### config.mk
export PLATFORM = sky130hd
export DESIGN_NAME = kd_node_ctrl_flat
export DESIGN_NICKNAME = d
export VERILOG_FILES = /design/src/rtl/kd_node_ctrl_if.sv /design/src/rtl/kd_node_ctrl.sv /design/src/flat_wrapper.sv
export SDC_FILE = /design/constraint.sdc
export NUM_CORES = 1
export LEC_CHECK = 0
export ABC_AREA = 1
export CAP_MARGIN = 20
export CELL_PAD_IN_SITES_DETAIL_PLACEMENT = 2
export CELL_PAD_IN_SITES_GLOBAL_PLACEMENT = 2
export CORE_MARGIN = 2
export CORE_UTILIZATION = 27
export CTS_CLUSTER_DIAMETER = 60
export DETAILED_ROUTE_END_ITERATION = 10
export PLACE_DENSITY = 0.77
export SYNTH_ARGS = -nofsm -noshare
export SYNTH_HDL_FRONTEND = slang
export SYNTH_SLANG_ARGS = --single-unit
export TNS_END_PERCENT = 20
### constraint.sdc
create_clock -name clk -period 4.4 [get_ports clk]
set_input_delay 0.88 -clock clk [delete_from_list [all_inputs] [get_ports clk]]
set_output_delay 0.88 -clock clk [all_outputs]
set_load 0.05 [all_outputs]
### src/rtl/kd_node_ctrl_if.sv
// kd_node_ctrl_if: command/data/alert links between a kd-tree node, its parent and its two children.
interface kd_node_ctrl_if #(
   parameter int CMD_W = 3,
   parameter int PT_W  = 16
);
   logic             alert_top, alert_left, alert_right;
   logic [CMD_W-1:0] cmd_from_top, cmd_from_left, cmd_from_right;
   logic [PT_W-1:0]  data_from_top, data_from_left, data_from_right;
   logic             alert_to_top, alert_to_left, alert_to_right;
   logic [CMD_W-1:0] cmd_to_top, cmd_to_left, cmd_to_right;
   logic [PT_W-1:0]  data_to_top, data_to_left, data_to_right;
   modport master (
      output alert_top, alert_left, alert_right, cmd_from_top, cmd_from_left, cmd_from_right,
             data_from_top, data_from_left, data_from_right,
      input  alert_to_top, alert_to_left, alert_to_right, cmd_to_top, cmd_to_left, cmd_to_right,
             data_to_top, data_to_left, data_to_right
   );
   modport slave (
      input  alert_top, alert_left, alert_right, cmd_from_top, cmd_from_left, cmd_from_right,
             data_from_top, data_from_left, data_from_right,
      output alert_to_top, alert_to_left, alert_to_right, cmd_to_top, cmd_to_left, cmd_to_right,
             data_to_top, data_to_left, data_to_right
   );
endinterface

### src/rtl/kd_node_ctrl.sv
// kd_node_ctrl: kd-tree node with configure/load/report and one compare-exchange sort step per SORT.
// Define KD_NODE_TIMEOUT_EN to add a watchdog that aborts stuck wait states after TIMEOUT_CYC cycles.
module kd_node_ctrl #(
   parameter int COORD_W     = 8,
   parameter int DIM         = 2,
   parameter int MAX_DEPTH   = 8,
   parameter int CMD_W       = 3,
   parameter int TIMEOUT_CYC = 64,
   localparam int PT_W  = DIM * COORD_W,
   localparam int DEP_W = $clog2(MAX_DEPTH),
   localparam int AX_W  = (DIM > 1) ? $clog2(DIM) : 1
) (
   input  logic              clk,
   input  logic              rst,
   input  logic              has_left,
   input  logic              has_right,
   kd_node_ctrl_if.slave     bus,
   output logic [PT_W-1:0]   point_out,
   output logic [DEP_W-1:0]  depth_out,
   output logic [AX_W-1:0]   axis_out,
   output logic              busy,
   output logic              proto_err
);
   localparam logic [CMD_W-1:0] C_NOP = 0, C_CFG = 1, C_ACK = 2, C_LOAD = 3, C_SORT = 4, C_REP = 5, C_SWAP = 6;
   localparam logic [1:0] S_IDLE = 2'd0, S_WACK = 2'd1, S_WPTS = 2'd2, S_WSWP = 2'd3;

   logic [1:0]       state, state_n, pend, pend_c, pend_n;
   logic [PT_W-1:0]  lpt, rpt, lpt_n, rpt_n, point_n, t_d, l_d, r_d, ch_data;
   logic [DEP_W-1:0] dep_n, cfg_dep, ch_dep;
   logic [AX_W-1:0]  ax_n, cfg_ax_raw, cfg_ax, ch_ax;
   logic [CMD_W-1:0] l_c, r_c;
   logic             ack_l, ack_r, err_l, err_r, top_err, top_go, done, kids;
   logic             left_bad, right_bad, t_v, l_v, r_v, tmo;
   logic [COORD_W-1:0] pc;

   function automatic logic [COORD_W-1:0] crd(input logic [PT_W-1:0] p, input logic [AX_W-1:0] a);
      return p[int'(a)*COORD_W +: COORD_W];
   endfunction

   assign kids    = has_left || has_right;
   assign ack_l   = bus.alert_left && bus.cmd_from_left == C_ACK && pend[0];
   assign ack_r   = bus.alert_right && bus.cmd_from_right == C_ACK && pend[1];
   assign err_l   = bus.alert_left && !ack_l;
   assign err_r   = bus.alert_right && !ack_r;
   assign top_err = bus.alert_top && ((busy && bus.cmd_from_top != C_NOP) || bus.cmd_from_top > C_SWAP);
   assign top_go  = bus.alert_top && !busy && !top_err;
   assign pend_c  = pend & ~{ack_r, ack_l};
   assign done    = busy && pend_c == 2'b00;
   assign lpt_n   = ack_l ? bus.data_from_left : lpt;
   assign rpt_n   = ack_r ? bus.data_from_right : rpt;
   assign pc        = crd(point_out, axis_out);
   assign left_bad  = has_left && crd(lpt_n, axis_out) > pc;
   assign right_bad = has_right && crd(rpt_n, axis_out) < pc;
   // Out-of-range axes collapse to 0 at configuration time, so axis_out is always valid.
   assign cfg_ax_raw = bus.data_from_top[AX_W-1:0];
   assign cfg_ax     = (int'(cfg_ax_raw) < DIM) ? cfg_ax_raw : '0;
   assign cfg_dep    = bus.data_from_top[AX_W+DEP_W-1:AX_W];
   assign ch_ax      = (int'(cfg_ax) == DIM - 1) ? '0 : cfg_ax + AX_W'(1);
   assign ch_dep     = (int'(cfg_dep) >= MAX_DEPTH - 1) ? DEP_W'(MAX_DEPTH - 1) : cfg_dep + DEP_W'(1);
   assign ch_data    = PT_W'({ch_dep, ch_ax});

`ifdef KD_NODE_TIMEOUT_EN
   logic [$clog2(TIMEOUT_CYC)-1:0] cnt;
   assign tmo = busy && cnt == ($clog2(TIMEOUT_CYC))'(TIMEOUT_CYC - 1);
   always_ff @(posedge clk)
      cnt <= (rst || !busy || state_n != state) ? '0 : cnt + 1'b1;
`else
   assign tmo = 1'b0;
`endif

   always_comb begin
      state_n = state;
      pend_n  = pend_c;
      point_n = point_out;
      dep_n   = depth_out;
      ax_n    = axis_out;
      t_v = 1'b0;
      t_d = '0;
      l_v = 1'b0;
      r_v = 1'b0;
      l_c = C_REP;
      r_c = C_REP;
      l_d = point_out;
      r_d = point_out;
      if (top_go) begin
         case (bus.cmd_from_top)
            C_CFG: begin
               ax_n    = cfg_ax;
               dep_n   = cfg_dep;
               l_v     = has_left;
               r_v     = has_right;
               l_c     = C_CFG;
               r_c     = C_CFG;
               l_d     = ch_data;
               r_d     = ch_data;
               state_n = kids ? S_WACK : S_IDLE;
               pend_n  = {has_right, has_left};
               t_v     = !kids;
            end
            C_LOAD, C_SWAP: begin
               point_n = bus.data_from_top;
               t_v     = 1'b1;
            end
            C_REP: begin
               t_v = 1'b1;
               t_d = point_out;
            end
            C_SORT: begin
               l_v     = has_left;
               r_v     = has_right;
               state_n = kids ? S_WPTS : S_IDLE;
               pend_n  = {has_right, has_left};
               t_v     = !kids;
            end
            default: ;
         endcase
      end else if (done) begin
         state_n = S_IDLE;
         t_v     = 1'b1;
         t_d     = (state == S_WSWP) ? PT_W'(1) : '0;
         // One exchange per SORT; left wins when both children violate.
         if (state == S_WPTS && (left_bad || right_bad)) begin
            t_v     = 1'b0;
            state_n = S_WSWP;
            point_n = left_bad ? lpt_n : rpt_n;
            l_v     = left_bad;
            r_v     = !left_bad;
            l_c     = C_SWAP;
            r_c     = C_SWAP;
            pend_n  = left_bad ? 2'b01 : 2'b10;
         end
      end else if (tmo) begin
         state_n = S_IDLE;
         pend_n  = 2'b00;
         t_v     = 1'b1;
         t_d     = PT_W'(2);
      end
   end

   always_ff @(posedge clk) begin
      if (rst) begin
         state              <= S_IDLE;
         pend               <= 2'b00;
         lpt                <= '0;
         rpt                <= '0;
         point_out          <= '0;
         depth_out          <= '0;
         axis_out           <= '0;
         busy               <= 1'b0;
         proto_err          <= 1'b0;
         bus.alert_to_top   <= 1'b0;
         bus.alert_to_left  <= 1'b0;
         bus.alert_to_right <= 1'b0;
         bus.cmd_to_top     <= '0;
         bus.cmd_to_left    <= '0;
         bus.cmd_to_right   <= '0;
         bus.data_to_top    <= '0;
         bus.data_to_left   <= '0;
         bus.data_to_right  <= '0;
      end else begin
         state              <= state_n;
         pend               <= pend_n;
         lpt                <= lpt_n;
         rpt                <= rpt_n;
         point_out          <= point_n;
         depth_out          <= dep_n;
         axis_out           <= ax_n;
         busy               <= state_n != S_IDLE;
         proto_err          <= proto_err || top_err || err_l || err_r || tmo;
         bus.alert_to_top   <= t_v;
         bus.alert_to_left  <= l_v;
         bus.alert_to_right <= r_v;
         if (t_v) begin
            bus.cmd_to_top  <= C_ACK;
            bus.data_to_top <= t_d;
         end
         if (l_v) begin
            bus.cmd_to_left  <= l_c;
            bus.data_to_left <= l_d;
         end
         if (r_v) begin
            bus.cmd_to_right  <= r_c;
            bus.data_to_right <= r_d;
         end
      end
   end
endmodule

### src/flat_wrapper.sv
// flat-port wrapper written by rule: the top's interface ports become plain ports
module kd_node_ctrl_flat 
#(
   parameter int COORD_W     = 8,
   parameter int DIM         = 2,
   parameter int MAX_DEPTH   = 8,
   parameter int CMD_W       = 3,
   parameter int TIMEOUT_CYC = 64,
   localparam int PT_W  = DIM * COORD_W,
   localparam int DEP_W = $clog2(MAX_DEPTH),
   localparam int AX_W  = (DIM > 1) ? $clog2(DIM) : 1
)
  (clk, rst, has_left, has_right, point_out, depth_out, axis_out, busy, proto_err, bus_alert_top, bus_alert_left, bus_alert_right, bus_cmd_from_top, bus_cmd_from_left, bus_cmd_from_right, bus_data_from_top, bus_data_from_left, bus_data_from_right, bus_alert_to_top, bus_alert_to_left, bus_alert_to_right, bus_cmd_to_top, bus_cmd_to_left, bus_cmd_to_right, bus_data_to_top, bus_data_to_left, bus_data_to_right);
  kd_node_ctrl_if #(.CMD_W(CMD_W)) bus_i ();
  input  logic clk;
  input  logic rst;
  input  logic has_left;
  input  logic has_right;
  output logic [PT_W-1:0] point_out;
  output logic [DEP_W-1:0] depth_out;
  output logic [AX_W-1:0] axis_out;
  output logic busy;
  output logic proto_err;
  input wire logic [$bits(bus_i.alert_top)-1:0] bus_alert_top;
  input wire logic [$bits(bus_i.alert_left)-1:0] bus_alert_left;
  input wire logic [$bits(bus_i.alert_right)-1:0] bus_alert_right;
  input wire logic [$bits(bus_i.cmd_from_top)-1:0] bus_cmd_from_top;
  input wire logic [$bits(bus_i.cmd_from_left)-1:0] bus_cmd_from_left;
  input wire logic [$bits(bus_i.cmd_from_right)-1:0] bus_cmd_from_right;
  input wire logic [$bits(bus_i.data_from_top)-1:0] bus_data_from_top;
  input wire logic [$bits(bus_i.data_from_left)-1:0] bus_data_from_left;
  input wire logic [$bits(bus_i.data_from_right)-1:0] bus_data_from_right;
  output wire logic [$bits(bus_i.alert_to_top)-1:0] bus_alert_to_top;
  output wire logic [$bits(bus_i.alert_to_left)-1:0] bus_alert_to_left;
  output wire logic [$bits(bus_i.alert_to_right)-1:0] bus_alert_to_right;
  output wire logic [$bits(bus_i.cmd_to_top)-1:0] bus_cmd_to_top;
  output wire logic [$bits(bus_i.cmd_to_left)-1:0] bus_cmd_to_left;
  output wire logic [$bits(bus_i.cmd_to_right)-1:0] bus_cmd_to_right;
  output wire logic [$bits(bus_i.data_to_top)-1:0] bus_data_to_top;
  output wire logic [$bits(bus_i.data_to_left)-1:0] bus_data_to_left;
  output wire logic [$bits(bus_i.data_to_right)-1:0] bus_data_to_right;
  assign bus_i.alert_top = bus_alert_top;
  assign bus_i.alert_left = bus_alert_left;
  assign bus_i.alert_right = bus_alert_right;
  assign bus_i.cmd_from_top = bus_cmd_from_top;
  assign bus_i.cmd_from_left = bus_cmd_from_left;
  assign bus_i.cmd_from_right = bus_cmd_from_right;
  assign bus_i.data_from_top = bus_data_from_top;
  assign bus_i.data_from_left = bus_data_from_left;
  assign bus_i.data_from_right = bus_data_from_right;
  assign bus_alert_to_top = bus_i.alert_to_top;
  assign bus_alert_to_left = bus_i.alert_to_left;
  assign bus_alert_to_right = bus_i.alert_to_right;
  assign bus_cmd_to_top = bus_i.cmd_to_top;
  assign bus_cmd_to_left = bus_i.cmd_to_left;
  assign bus_cmd_to_right = bus_i.cmd_to_right;
  assign bus_data_to_top = bus_i.data_to_top;
  assign bus_data_to_left = bus_i.data_to_left;
  assign bus_data_to_right = bus_i.data_to_right;
  kd_node_ctrl #(.COORD_W(COORD_W), .DIM(DIM), .MAX_DEPTH(MAX_DEPTH), .CMD_W(CMD_W), .TIMEOUT_CYC(TIMEOUT_CYC)) u_core (.clk(clk), .rst(rst), .has_left(has_left), .has_right(has_right), .bus(bus_i), .point_out(point_out), .depth_out(depth_out), .axis_out(axis_out), .busy(busy), .proto_err(proto_err));
endmodule
==> run_results.csv, run 1 <==
group,metric,value,unit
placed_design,dpl_worst_slack,-0.1237,ns
setup_path,crit_path_start_kind,"input pin",
setup_path,end_kind,"flip-flop",
run_status,status,"completed",
sta,clock_skew,0.01018,ns
clock_network,cts.sinks,116,
sta,slew_headroom,0.4233,
synthesis,async_reset_ff_frac,0,
die,die_width,148.3,um
clock_network,clk_path_buf_depth,2,
global_routing,grt_usage,0.2168,
synthesis,yosysSeqAreaShare,0.4133,
synthesis,synth_edf_count,0,
synthesis,yosysWarningCount,0,
clock_network,cts_hold_buf,0,
final_layout,n_antenna_cell,0,
setup_path,critPathRequiredTime,4.72,ns
sta,hold_viol,0,
setup_path,crit_arrival,4.43,ns
sta,rsz0062_at_grt,"no",
detailed_routing,avgViaCountPerCell,4.871,
final_layout,drive_gt1_frac,0.1064,
die,initial_utilization,0.2768,
detailed_routing,detail_route.wl_per_cell,19.08,um
die,row_count,52,
power,cellLeakagePower,3.738,nW
clock_network,cts_htree_levels,4,
power,power_density,383.4,nW/um^2
synthesis,yosysMostFrequentCell,"nand2_1",
sta,worst_slack,0.2921,ns
global_routing,grt_max_degree,47,
synthesis,ys_ff_latch,116,
setup_path,regToRegSetupSlack,0.53,ns
clock_network,clkSlewWorstSetupHoldPaths,0.06,ns
sta,setup_violations,0,
die,coreArea,20300,um^2
synthesis,netlist_instances,774,
sta,period_needed,4.108,ns
clock_network,cts_tree,"built",
global_routing,grt_first_pass_wirelength,36.58,mm
clock_network,numCtsBuffers,17,
synthesis,yosysTopAreaCellShare,0.4133,
synthesis,ys_types,37,
detailed_routing,vias,5938,
final_layout,layout.nets,1017,
detailed_routing,drc,0,
synthesis,syn_area,5619,um^2
placed_design,dpl.hpwl,17.25,mm
sta,period_share,0.9336,
synthesis,yosys_most_used_dff,"dfxtp_1",
synthesis,synth_largest_area_cell,"dfxtp_1",
sta,worst_pin_slew,0.8638,ns
synthesis,ys_top_cells_by_area,"dfxtp_1 41%, nand2_1 11%, nand3_1 6.3%",
placed_design,place_congestion,0.8551,
die,pin_count,146,
setup_path,crit_type,"input pin to flip-flop",
sta,fmax,0.2434,GHz
global_routing,grt_pass1_vias,6457,
detailed_routing,antenna_left,0,
sta,maxSlewViolCount,0,
hold_path,hold_class,"flip-flop to flip-flop",
setup_path,cp_max_fo,14,
placed_design,port_buffers,143,
synthesis,netlist_top_cells_count,"167 x nand2_1, 116 x dfxtp_1, 90 x nor2_1",
global_routing,grt_overflow_total,0,
global_routing,grt_antenna_before_repair,0,
die,fp.dieArea,21980,um^2
clock_network,clk_latency,0.42,ns
power,ir_drop,0.2610,mV
job,maxCapViolCount,0,
clock_network,clockRootBuffer,"clkbuf_16",
die,die_y,148.3,um
detailed_routing,dr.pass1.iters,4,
detailed_routing,drt_wl_total,23.26,mm
detailed_routing,drt-initial-drc-count,281,
final_layout,areaGrowthSynthToFinish,44.91,%
power,total_power,3.122,mW
synthesis,syn_area_per_cell,7.260,um^2
## per-layer routing
layer / share of wire / wire length [um] / global-route usage / vias to the layer above
li1: - / - / - / 2868
met1: 0.45 / 10360 / 0.2821 / 2906
met2: 0.49 / 11340 / 0.3694 / 134
met3: 0.045 / 1050 / 0.02975 / 30
met4: 0.022 / 513 / 0.07429 / 0
met5: 0 / 0 / 0 / -
## power by group
part           leakage (nW)  total [mW]  switching [mW]  internal, mW
registers             0.938        1.10          0.0247          1.07
logic                  2.49       0.477           0.307         0.170
clock network         0.310        1.55           0.549         0.997
total                  3.74        3.12           0.881          2.24
## logic make-up (layout without fill, tap and decap cells)
logic type	count (synthesis)	count (layout)	share of synthesized area
AO/OA/AOI/OAI	126	126	0.1180
XOR/XNOR	1	1	0.001559
adder cells (fa/ha/maj)	17	17	0.03785
buffers and inverters	114	288	0.08661
flip-flops	116	116	0.4133
multiplexers	28	28	0.04988
other	1	2	0.0006674
AND/OR/NAND/NOR	371	371	0.2921
## worst paths after layout
kind,from,endpoint,cells after the start
setup / recovery,bus_cmd_from_left[2],u_core.point_out[2]$_SDFFE_PP0P_,24
hold / removal,u_core.bus.cmd_to_right[0]$_SDFFE_PP0P_,u_core.bus.cmd_to_right[0]$_SDFFE_PP0P_,2
setup reg to reg,u_core.axis_out$_SDFFE_PP0P_,u_core.point_out[2]$_SDFFE_PP0P_,17
hold reg to reg,u_core.bus.cmd_to_right[0]$_SDFFE_PP0P_,u_core.bus.cmd_to_right[0]$_SDFFE_PP0P_,2
## stage by stage
| stage | cells | util | hold slack [ns] | TNS (ns) | instance area (um^2) |
|---|---|---|---|---|---|
| after floorplan | 775 | - | 0.4703 | 0 | 5623 |
| after global placement | 1187 | 0.3693 | 0.4518 | -0.02386 | 7497 |
| after detailed placement | 1187 | 0.3693 | 0.4645 | -1.348 | 7497 |
| after CTS | 1219 | 0.4009 | 0.4748 | 0 | 8139 |
| after global routing | 1219 | 0.4011 | 0.4923 | 0 | 8143 |
| final | 1219 | 0.4011 | 0.4707 | 0 | 8143 |
## what timing repair did
action                                  in CTS  in global routing
resized for setup                            0                  5
setup buffers                                0                  0
endpoints found under the setup margin       0                 27
## cells in the final DEF, fill, tap and decap left out, types with 2 or more instances in the layout
| cell | instances |
|---|---|
| nand2_1 | 167 |
| clkdlybuf4s50_1 | 142 |
| dfxtp_1 | 116 |
| nor2_1 | 90 |
| nand3_1 | 71 |
| inv_1 | 60 |
| a21oi_1 | 53 |
| o21ai_0 | 51 |
| buf_4 | 45 |
| mux2i_1 | 28 |
| nand4_1 | 21 |
| ha_1 | 17 |
| clkbuf_16 | 17 |
| o21ai_1 | 9 |
| or2_2 | 7 |
| inv_2 | 6 |
| nand2_4 | 4 |
| o22ai_1 | 4 |
| bufinv_16 | 4 |
| o31ai_1 | 3 |
| nand3b_1 | 3 |
| clkbuf_8 | 3 |
| inv_6 | 3 |
| nand3_4 | 2 |
| nor3_1 | 2 |
| a31oi_1 | 2 |
| conb_1 | 2 |
| clkinv_2 | 2 |
| clkinvlp_4 | 2 |
## area by class of cell
type                            instances  area (um^2)
Clock buffer                           21        470.5
Clock inverter                         11        171.4
Fill cell                            2331        12160
Inverter                               67        251.5
Multi-Input combinational cell        545         2814
Sequential cell                       116         2322
Tap cell                              270        337.8
Timing Repair Buffer                  189         1775
## registers in the layout, indices dropped and copies added, names as in the netlist
register,flops
u_core.pend,2
u_core.bus.alert_to_right,1
u_core.bus.cmd_to_right,3
u_core.bus.cmd_to_left,3
u_core.rpt,16
u_core.bus.alert_to_left,1
u_core.proto_err,1
u_core.point_out,16
u_core.axis_out,1
u_core.state,2
u_core.busy,1
u_core.lpt,16
u_core.bus.data_to_left,16
u_core.bus.data_to_top,16
u_core.bus.cmd_to_top,1
u_core.bus.data_to_right,16
u_core.bus.alert_to_top,1
u_core.depth_out,3
## worst max-delay path, cell delays in order
cell             delay, ns
clkdlybuf4s50_1       0.46
nor2_1                0.05
nand3_1               0.09
nor2_1                0.08
buf_4                 0.21
or2_2                 0.29
o21ai_1               0.12
inv_1                 0.10
nand2_1               0.07
o21ai_0               0.16
ha_1                  0.33
nand2_1               0.09
inv_1                 0.09
nand4_1               0.07
o31ai_1               0.22
inv_1                 0.10
nand2_4               0.08
buf_4                 0.19
buf_6                 0.17
nand2_1               0.06
o21ai_0               0.16
o21ai_0               0.13
a21oi_1               0.14
nor2_1                0.06
(Power assumes the default switching activity.)
==> run 2: changes to the inputs <==
Settings changed: SKIP_LAST_GASP set to 1.
==> results of run 2 <==
Same layout as run 1: the final DEF is identical, and so are final timing and power.
